### config.mk
export PLATFORM = sky130hd
export DESIGN_NAME = alu_core_flat
export DESIGN_NICKNAME = d
export VERILOG_FILES = /design/src/rtl/alu_pkg.sv /design/src/rtl/alu_if.sv /design/src/rtl/alu_exec.sv /design/src/rtl/alu_core.sv /design/src/flat_wrapper.sv
export SDC_FILE = /design/constraint.sdc
export NUM_CORES = 1
export LEC_CHECK = 0
export BUFFER_PORTS_ARGS = -buffer_cell sky130_fd_sc_hd__buf_2
export CORE_AREA = 2 2 135 137
export CTS_CLUSTER_DIAMETER = 50
export CTS_CLUSTER_SIZE = 14
export DETAILED_ROUTE_END_ITERATION = 10
export DIE_AREA = 0 0 137 139
export SLEW_MARGIN = 20
export SYNTH_ARGS = -nofsm -noshare
export SYNTH_HDL_FRONTEND = slang
export SYNTH_HIERARCHICAL = 1
export SYNTH_SLANG_ARGS = --single-unit
### constraint.sdc
create_clock -name clk -period 13.25 [get_ports clk]
set_input_delay 3.3125 -clock clk [delete_from_list [all_inputs] [get_ports clk]]
set_output_delay 3.3125 -clock clk [all_outputs]
set_load 0.02 [all_outputs]
### src/rtl/alu_pkg.sv
// Shared opcode enums, FSM states, operand timeout and the operand-requirement
// helpers used by the ALU core and its execution unit.
package alu_pkg;

    localparam int WAIT_CYCLES = 16;

    typedef enum logic [3:0] {
        ARITH_ADD     = 4'd0,
        ARITH_SUB     = 4'd1,
        ARITH_ADD_CIN = 4'd2,
        ARITH_SUB_CIN = 4'd3,
        ARITH_INC_A   = 4'd4,
        ARITH_DEC_A   = 4'd5,
        ARITH_INC_B   = 4'd6,
        ARITH_DEC_B   = 4'd7,
        ARITH_CMP     = 4'd8
    } arith_cmd_e;

    typedef enum logic [3:0] {
        LOGIC_AND    = 4'd0,
        LOGIC_NAND   = 4'd1,
        LOGIC_OR     = 4'd2,
        LOGIC_NOR    = 4'd3,
        LOGIC_XOR    = 4'd4,
        LOGIC_XNOR   = 4'd5,
        LOGIC_NOT_A  = 4'd6,
        LOGIC_NOT_B  = 4'd7,
        LOGIC_SHR1_A = 4'd8,
        LOGIC_SHL1_A = 4'd9,
        LOGIC_SHR1_B = 4'd10,
        LOGIC_SHL1_B = 4'd11,
        LOGIC_ROL    = 4'd12,
        LOGIC_ROR    = 4'd13
    } logic_cmd_e;

    typedef enum logic {
        IDLE = 1'b0,
        WAIT = 1'b1
    } state_e;

    // Invalid opcodes need no operand, so they complete on their first beat.
    function automatic logic needs_a(input logic mode, input logic [3:0] cmd);
        logic r;
        r = 1'b0;
        if (mode) begin
            case (cmd)
                ARITH_ADD, ARITH_SUB, ARITH_ADD_CIN, ARITH_SUB_CIN,
                ARITH_INC_A, ARITH_DEC_A, ARITH_CMP: r = 1'b1;
                default: r = 1'b0;
            endcase
        end else begin
            case (cmd)
                LOGIC_AND, LOGIC_NAND, LOGIC_OR, LOGIC_NOR, LOGIC_XOR, LOGIC_XNOR,
                LOGIC_NOT_A, LOGIC_SHR1_A, LOGIC_SHL1_A, LOGIC_ROL, LOGIC_ROR: r = 1'b1;
                default: r = 1'b0;
            endcase
        end
        return r;
    endfunction

    function automatic logic needs_b(input logic mode, input logic [3:0] cmd);
        logic r;
        r = 1'b0;
        if (mode) begin
            case (cmd)
                ARITH_ADD, ARITH_SUB, ARITH_ADD_CIN, ARITH_SUB_CIN,
                ARITH_INC_B, ARITH_DEC_B, ARITH_CMP: r = 1'b1;
                default: r = 1'b0;
            endcase
        end else begin
            case (cmd)
                LOGIC_AND, LOGIC_NAND, LOGIC_OR, LOGIC_NOR, LOGIC_XOR, LOGIC_XNOR,
                LOGIC_NOT_B, LOGIC_SHR1_B, LOGIC_SHL1_B, LOGIC_ROL, LOGIC_ROR: r = 1'b1;
                default: r = 1'b0;
            endcase
        end
        return r;
    endfunction

endpackage

### src/rtl/alu_if.sv
// ALU driver/monitor bus: operand/command inputs and registered result/flags.
interface alu_if #(parameter int DATA_WIDTH = 8);
    logic                  CE;
    logic                  MODE;
    logic [3:0]            CMD;
    logic [1:0]            INP_VALID;
    logic [DATA_WIDTH-1:0] OPA;
    logic [DATA_WIDTH-1:0] OPB;
    logic                  CIN;
    logic [DATA_WIDTH+1:0] RES;
    logic                  ERR;
    logic                  OFLOW;
    logic                  COUT;
    logic                  G;
    logic                  L;
    logic                  E;

    modport master (
        output CE, MODE, CMD, INP_VALID, OPA, OPB, CIN,
        input  RES, ERR, OFLOW, COUT, G, L, E
    );

    modport slave (
        input  CE, MODE, CMD, INP_VALID, OPA, OPB, CIN,
        output RES, ERR, OFLOW, COUT, G, L, E
    );
endinterface

### src/rtl/alu_exec.sv
// Combinational ALU: computes the result and every status flag for one
// operation; flags not produced by the operation are driven low.
module alu_exec
    import alu_pkg::*;
#(
    parameter int DATA_WIDTH = 8
) (
    input  logic                  mode_i,
    input  logic [3:0]            cmd_i,
    input  logic                  cin_i,
    input  logic [DATA_WIDTH-1:0] a_i,
    input  logic [DATA_WIDTH-1:0] b_i,
    output logic [DATA_WIDTH+1:0] res_o,
    output logic                  err_o,
    output logic                  oflow_o,
    output logic                  cout_o,
    output logic                  g_o,
    output logic                  l_o,
    output logic                  e_o
);
    localparam int W  = DATA_WIDTH;
    localparam int LW = $clog2(W);

    logic [W:0]     a_x, b_x, c_x, wide;
    logic [W-1:0]   narrow;
    logic [2*W-1:0] rol_w, ror_w;
    logic [LW-1:0]  amt;
    logic           rot_bad;

    always_comb begin
        a_x     = {1'b0, a_i};
        b_x     = {1'b0, b_i};
        c_x     = {{W{1'b0}}, cin_i};
        amt     = b_i[LW-1:0];
        rot_bad = |b_i[W-1:LW];
        // Rotating a doubled copy keeps the wrapped-around bits in one window.
        rol_w   = {a_i, a_i} << amt;
        ror_w   = {a_i, a_i} >> amt;
        wide    = '0;
        narrow  = '0;
        res_o   = '0;
        err_o   = 1'b0;
        oflow_o = 1'b0;
        cout_o  = 1'b0;
        g_o     = 1'b0;
        l_o     = 1'b0;
        e_o     = 1'b0;
        if (mode_i) begin
            case (cmd_i)
                ARITH_ADD:     begin wide = a_x + b_x;       cout_o  = wide[W];     end
                ARITH_SUB:     begin wide = a_x - b_x;       oflow_o = (a_x < b_x); end
                ARITH_ADD_CIN: begin wide = a_x + b_x + c_x; cout_o  = wide[W];     end
                ARITH_SUB_CIN: begin
                    wide    = a_x - b_x - c_x;
                    oflow_o = (a_x < (b_x + c_x));
                end
                ARITH_INC_A:   wide = a_x + (W+1)'(1);
                ARITH_DEC_A:   wide = a_x - (W+1)'(1);
                ARITH_INC_B:   wide = b_x + (W+1)'(1);
                ARITH_DEC_B:   wide = b_x - (W+1)'(1);
                ARITH_CMP: begin
                    g_o = (a_i > b_i);
                    l_o = (a_i < b_i);
                    e_o = (a_i == b_i);
                end
                default:       err_o = 1'b1;
            endcase
            res_o = {1'b0, wide};
        end else begin
            case (cmd_i)
                LOGIC_AND:    narrow = a_i & b_i;
                LOGIC_NAND:   narrow = ~(a_i & b_i);
                LOGIC_OR:     narrow = a_i | b_i;
                LOGIC_NOR:    narrow = ~(a_i | b_i);
                LOGIC_XOR:    narrow = a_i ^ b_i;
                LOGIC_XNOR:   narrow = ~(a_i ^ b_i);
                LOGIC_NOT_A:  narrow = ~a_i;
                LOGIC_NOT_B:  narrow = ~b_i;
                LOGIC_SHR1_A: narrow = a_i >> 1;
                LOGIC_SHL1_A: narrow = a_i << 1;
                LOGIC_SHR1_B: narrow = b_i >> 1;
                LOGIC_SHL1_B: narrow = b_i << 1;
                LOGIC_ROL:    begin narrow = rol_w[2*W-1:W]; err_o = rot_bad; end
                LOGIC_ROR:    begin narrow = ror_w[W-1:0];   err_o = rot_bad; end
                default:      err_o = 1'b1;
            endcase
            res_o = {2'b00, narrow};
        end
    end
endmodule

### src/rtl/alu_core.sv
// Registered ALU: pairs operands arriving in separate beats (bounded wait),
// runs them through alu_exec and holds result/flags until the next operation.
module alu_core
    import alu_pkg::*;
#(
    parameter int DATA_WIDTH = 8
) (
    input logic  clk,
    input logic  rst,
    alu_if.slave bus
);
    localparam int W  = DATA_WIDTH;
    localparam int CW = $clog2(WAIT_CYCLES + 1);

    state_e          state_q, state_d;
    logic [CW-1:0]   cnt_q, cnt_d;
    logic            mode_q, mode_d, cin_q, cin_d;
    logic [3:0]      cmd_q, cmd_d;
    logic [W-1:0]    a_q, a_d, b_q, b_d;
    logic            a_ok_q, a_ok_d, b_ok_q, b_ok_d;
    logic [W+1:0]    res_q, res_d;
    logic            err_q, err_d, oflow_q, oflow_d, cout_q, cout_d;
    logic            g_q, g_d, l_q, l_d, e_q, e_d;
    logic            active, done, tmo;
    logic [W+1:0]    x_res;
    logic            x_err, x_oflow, x_cout, x_g, x_l, x_e;

    // Execution sees the post-latch view, so a completing beat computes on
    // the same edge that captures it.
    alu_exec #(.DATA_WIDTH(W)) u_exec (
        .mode_i  (mode_d),
        .cmd_i   (cmd_d),
        .cin_i   (cin_d),
        .a_i     (a_d),
        .b_i     (b_d),
        .res_o   (x_res),
        .err_o   (x_err),
        .oflow_o (x_oflow),
        .cout_o  (x_cout),
        .g_o     (x_g),
        .l_o     (x_l),
        .e_o     (x_e)
    );

    always_comb begin
        state_d = state_q;
        cnt_d   = cnt_q;
        mode_d  = mode_q;
        cmd_d   = cmd_q;
        cin_d   = cin_q;
        a_d     = a_q;
        b_d     = b_q;
        a_ok_d  = a_ok_q;
        b_ok_d  = b_ok_q;
        active  = 1'b0;
        done    = 1'b0;
        tmo     = 1'b0;
        if (bus.CE) begin
            if (state_q == IDLE) begin
                if (bus.INP_VALID != 2'b00) begin
                    active  = 1'b1;
                    mode_d  = bus.MODE;
                    cmd_d   = bus.CMD;
                    cin_d   = bus.CIN;
                    a_ok_d  = bus.INP_VALID[0];
                    b_ok_d  = bus.INP_VALID[1];
                    if (bus.INP_VALID[0]) a_d = bus.OPA;
                    if (bus.INP_VALID[1]) b_d = bus.OPB;
                    cnt_d   = '0;
                    state_d = WAIT;
                end
            end else begin
                active = 1'b1;
                if (!a_ok_q && bus.INP_VALID[0]) begin a_d = bus.OPA; a_ok_d = 1'b1; end
                if (!b_ok_q && bus.INP_VALID[1]) begin b_d = bus.OPB; b_ok_d = 1'b1; end
                cnt_d = cnt_q + CW'(1);
            end
            done = active && (!needs_a(mode_d, cmd_d) || a_ok_d)
                          && (!needs_b(mode_d, cmd_d) || b_ok_d);
            tmo  = !done && (state_q == WAIT) && (cnt_d == CW'(WAIT_CYCLES));
            if (done || tmo) begin
                state_d = IDLE;
                cnt_d   = '0;
            end
        end
    end

    always_comb begin
        res_d   = res_q;
        err_d   = err_q;
        oflow_d = oflow_q;
        cout_d  = cout_q;
        g_d     = g_q;
        l_d     = l_q;
        e_d     = e_q;
        if (done) begin
            res_d   = x_res;
            err_d   = x_err;
            oflow_d = x_oflow;
            cout_d  = x_cout;
            g_d     = x_g;
            l_d     = x_l;
            e_d     = x_e;
        end else if (tmo) begin
            res_d   = '0;
            err_d   = 1'b1;
            oflow_d = 1'b0;
            cout_d  = 1'b0;
            g_d     = 1'b0;
            l_d     = 1'b0;
            e_d     = 1'b0;
        end
    end

    always_ff @(posedge clk or negedge rst) begin
        if (!rst) begin
            state_q <= IDLE;
            cnt_q   <= '0;
            mode_q  <= 1'b0;
            cmd_q   <= '0;
            cin_q   <= 1'b0;
            a_q     <= '0;
            b_q     <= '0;
            a_ok_q  <= 1'b0;
            b_ok_q  <= 1'b0;
            res_q   <= '0;
            err_q   <= 1'b0;
            oflow_q <= 1'b0;
            cout_q  <= 1'b0;
            g_q     <= 1'b0;
            l_q     <= 1'b0;
            e_q     <= 1'b0;
        end else begin
            state_q <= state_d;
            cnt_q   <= cnt_d;
            mode_q  <= mode_d;
            cmd_q   <= cmd_d;
            cin_q   <= cin_d;
            a_q     <= a_d;
            b_q     <= b_d;
            a_ok_q  <= a_ok_d;
            b_ok_q  <= b_ok_d;
            res_q   <= res_d;
            err_q   <= err_d;
            oflow_q <= oflow_d;
            cout_q  <= cout_d;
            g_q     <= g_d;
            l_q     <= l_d;
            e_q     <= e_d;
        end
    end

    assign bus.RES   = res_q;
    assign bus.ERR   = err_q;
    assign bus.OFLOW = oflow_q;
    assign bus.COUT  = cout_q;
    assign bus.G     = g_q;
    assign bus.L     = l_q;
    assign bus.E     = e_q;
endmodule

### src/flat_wrapper.sv
// flat-port wrapper written by rule: the top's interface ports become plain ports
module alu_core_flat import alu_pkg::*;
#(
    parameter int DATA_WIDTH = 8
)
  (clk, rst, bus_CE, bus_MODE, bus_CMD, bus_INP_VALID, bus_OPA, bus_OPB, bus_CIN, bus_RES, bus_ERR, bus_OFLOW, bus_COUT, bus_G, bus_L, bus_E);
  alu_if #(.DATA_WIDTH(DATA_WIDTH)) bus_i ();
  input logic clk;
  input logic rst;
  input wire logic [$bits(bus_i.CE)-1:0] bus_CE;
  input wire logic [$bits(bus_i.MODE)-1:0] bus_MODE;
  input wire logic [$bits(bus_i.CMD)-1:0] bus_CMD;
  input wire logic [$bits(bus_i.INP_VALID)-1:0] bus_INP_VALID;
  input wire logic [$bits(bus_i.OPA)-1:0] bus_OPA;
  input wire logic [$bits(bus_i.OPB)-1:0] bus_OPB;
  input wire logic [$bits(bus_i.CIN)-1:0] bus_CIN;
  output wire logic [$bits(bus_i.RES)-1:0] bus_RES;
  output wire logic [$bits(bus_i.ERR)-1:0] bus_ERR;
  output wire logic [$bits(bus_i.OFLOW)-1:0] bus_OFLOW;
  output wire logic [$bits(bus_i.COUT)-1:0] bus_COUT;
  output wire logic [$bits(bus_i.G)-1:0] bus_G;
  output wire logic [$bits(bus_i.L)-1:0] bus_L;
  output wire logic [$bits(bus_i.E)-1:0] bus_E;
  assign bus_i.CE = bus_CE;
  assign bus_i.MODE = bus_MODE;
  assign bus_i.CMD = bus_CMD;
  assign bus_i.INP_VALID = bus_INP_VALID;
  assign bus_i.OPA = bus_OPA;
  assign bus_i.OPB = bus_OPB;
  assign bus_i.CIN = bus_CIN;
  assign bus_RES = bus_i.RES;
  assign bus_ERR = bus_i.ERR;
  assign bus_OFLOW = bus_i.OFLOW;
  assign bus_COUT = bus_i.COUT;
  assign bus_G = bus_i.G;
  assign bus_L = bus_i.L;
  assign bus_E = bus_i.E;
  alu_core #(.DATA_WIDTH(DATA_WIDTH)) u_core (.clk(clk), .rst(rst), .bus(bus_i));
endmodule
==> impl_metrics.toml <==
[setup_path]
path_delay_family = "simple AND/OR/NAND/NOR gates"
path_buf_inv = 1
crit_slowest_cell = "nor2_1"
crit_path_start_kind = "primary input"
crit_path_end_kind = "register"
path_cells = "buf_2 -> o21ai_0 -> nand2b_1 -> mux2_2 -> nor2b_1 -> nand2_1 -> nor2_1 -> ha_1 -> nor2b_1 -> o21bai_1 -> o311ai_2 -> a221oi_1 -> xor2_1 -> a32o_1 -> or3_1 -> a221o_1 -> nand2_1 -> nor3_1 -> a211o_1"
reg2reg_slack_ns = 7.39
max_stage_delay_ns = 0.90
critical_path_class = "primary input to register"
critical_path.max_fanout = 44
required_ns = 13.43
worstPathArrival_ns = 9.25

[worst_hold_path]
hold_path.class = "register to register"

[drt]
met1_length_mm = 9.12
drt_pass1_iterations = 5
dr_wl_met2_mm = 9.45
routed_wl_mm = 21.1
drcViolationCount = 0
drt-initial-drc-count = 585
top_layer_used = "met4"
viasPerCell = 6.02
postRouteAntennaNets = 0
route.vias.total = 6210
routedWlPerCell_um = 20.5
wl_met3_mm = 1.46

[finish]
diodes = 0
drive_gt1_share_pct = 14.2
final_area_um2 = 6820
areaGrowthSynthToFinish_pct = 7.16
nFillCells = 1823
ff_latch_area_um2 = 1150
multi_input_area_um2 = 4840
final_nets = 893

[power]
power_frac_comb_pct = 81.1
power_switching_w = 0.00107
p_clk_share_pct = 6.7
p_sw_share_pct = 56.1
powerDensity_nw_per_um2 = 279
leakage_nw = 2.94
seqPwrFrac_pct = 12.2
ir_drop_uv = 92.7
p_int_w = 0.000835
power_w = 0.00190

[clocking]
cts_tree = "yes"
cts_made_buffers = 5
holdBufCountCts = 0
cts-root-buf = "clkbuf_16"
post_cts_resized = 0
cts.sinks = 46
cts_setup_buffers = 0
clkTransAtPathRegs_ns = 0.06
htree_levels = 2
cts_max_path_buffers = 2
worstSkewPairLatency_ns = 0.30

[yosys]
ys_top_cells_by_count = "nand2_1, nor2_1, ha_1, o21ai_0, dfrtp_1"
yosys.area.top_type_share_pct = 18.1
synthCells = 795
yosys_most_used_dff = "dfrtp_1"
seq_area_frac_synth_pct = 18.1
ys_top_cells_by_area = "dfrtp_1, ha_1, mux2_2"
syn_area_um2 = 6360
avgSynthCellArea_um2 = 8.00
syn_nets = 886
ys.warnings.count = 6
yosysTopAreaCell = "dfrtp_1"
synthArstFlopShare_pct = 100
synth_cell_type_count = 80
ys_ff_latch = 46
synth-edff-count = 0

[global_route]
grt_pass1_vias = 5872
grt_overflow_total = 0
grt_max_degree = 47
grt_antenna_before_repair = 0
grt_use_total_pct = 22.2
grt_pass1_wl_mm = 33.2

[status]
outcome = "completed"

[placed_design]
place_ws_ns = 3.98
place_area_um2 = 6670
gp_congestion = 1.04
portBuffers = 42
place_hpwl_mm = 15.8

[timing]
finClkSkew_ns = 0.00342
tns_ns = 0
hold_slack_ns = 0.498
maxSlewViolCount = 0
relSlewSlack_pct = 28.4
setup_viol = 0
rsz0062_at_grt = "false"
hold_viol_final = 0
fmax_mhz = 110
tightest_slew_ns = 1.07
setup_slack_ns = 4.18
fin_crit_sh_pct = 68.4
finalCriticalPeriod_ns = 9.07

[floorplanning]
coreArea_um2 = 17700
die_w_um = 137
dieArea_um2 = 19000
initial_utilization_pct = 36.0
rows = 49
die_h_um = 139
io_pins = 43

[flow_run]
drv_cap = 0
sequential cells by signal, summed over array words and instances (netlist names), 4 cells and up:
name	count
u_core/cmd_q	4
u_core/a_q	8
u_core/cnt_q	5
u_core/bus.RES	10
u_core/b_q	8
metrics by stage:
stage	instances	utilization, %
2_1_floorplan	795	-
3_3_place_gp	1024	37.8
3_5_place_dp	1024	37.8
4_1_cts	1032	38.6
5_1_grt	1032	38.6
6_report	1032	38.6
cell usage in the layout, fill, tap and decap left out, types with 9 or more instances in the layout:
cell type   n
buf_2      41
mux2i_1     9
o22ai_1    25
inv_1      39
nand3_1    29
nand2b_1   18
nor3_1     33
xnor2_1    26
nor2_1     65
a211oi_1    9
a21oi_1    40
nor2b_1    25
dfrtp_1    46
mux2_2     27
mux4_2     12
xor2_1     13
a211o_1    15
o21ai_0    53
ha_1       60
nand2_1    65
cells by family after synthesis:
group / count (synthesis) / synth area share, %
compound gates: 232 / 24.8
xor+xnor: 40 / 5.80
fa+ha+maj: 64 / 13.1
buf+inv: 87 / 5.96
flops: 46 / 18.1
mux: 48 / 10.4
other cells: 1 / 0.0590
simple gates: 277 / 21.8
worst paths after layout:
kind | from | endpoint | depth (start not counted)
worst max register to register | u_core/state_q | u_core/bus.RES[7] | 18
min in group asynchronous | rst | u_core/cmd_q[0] | 1
worst min-delay path | u_core/bus.RES[3] | u_core/bus.RES[3] | 1
worst min register to register | u_core/bus.RES[3] | u_core/bus.RES[3] | 1
max in group asynchronous | rst | u_core/bus.OFLOW | 1
worst max-delay path | bus_CE | u_core/bus.RES[7] | 19
power by group through the flow:
stage               logic, W  clock network, W  registers (W)
finish               0.00154          0.000127       0.000232
global route         0.00166          0.000137       0.000241
CTS                  0.00150          0.000131       0.000232
detailed placement   0.00149                 0       0.000235
global placement     0.00150                 0       0.000233
floorplan            0.00111                 0       0.000248
final cells by class:
cell class	instances	area share, %
Clock buffer	5	1.84
Clock inverter	3	0.312
Inverter	43	2.37
Multi-Input combinational cell	662	71.0
Sequential cell	46	16.9
Tap cell	229	4.20
Timing Repair Buffer	44	3.34
metal layers:
metal  global-route usage (%)  up-vias
met5                        0        -
met4                     11.1        0
met3                     3.29       64
met1                     30.0     2916
li1                         -     2944
met2                     34.2      286
(Power assumes the default switching activity.)
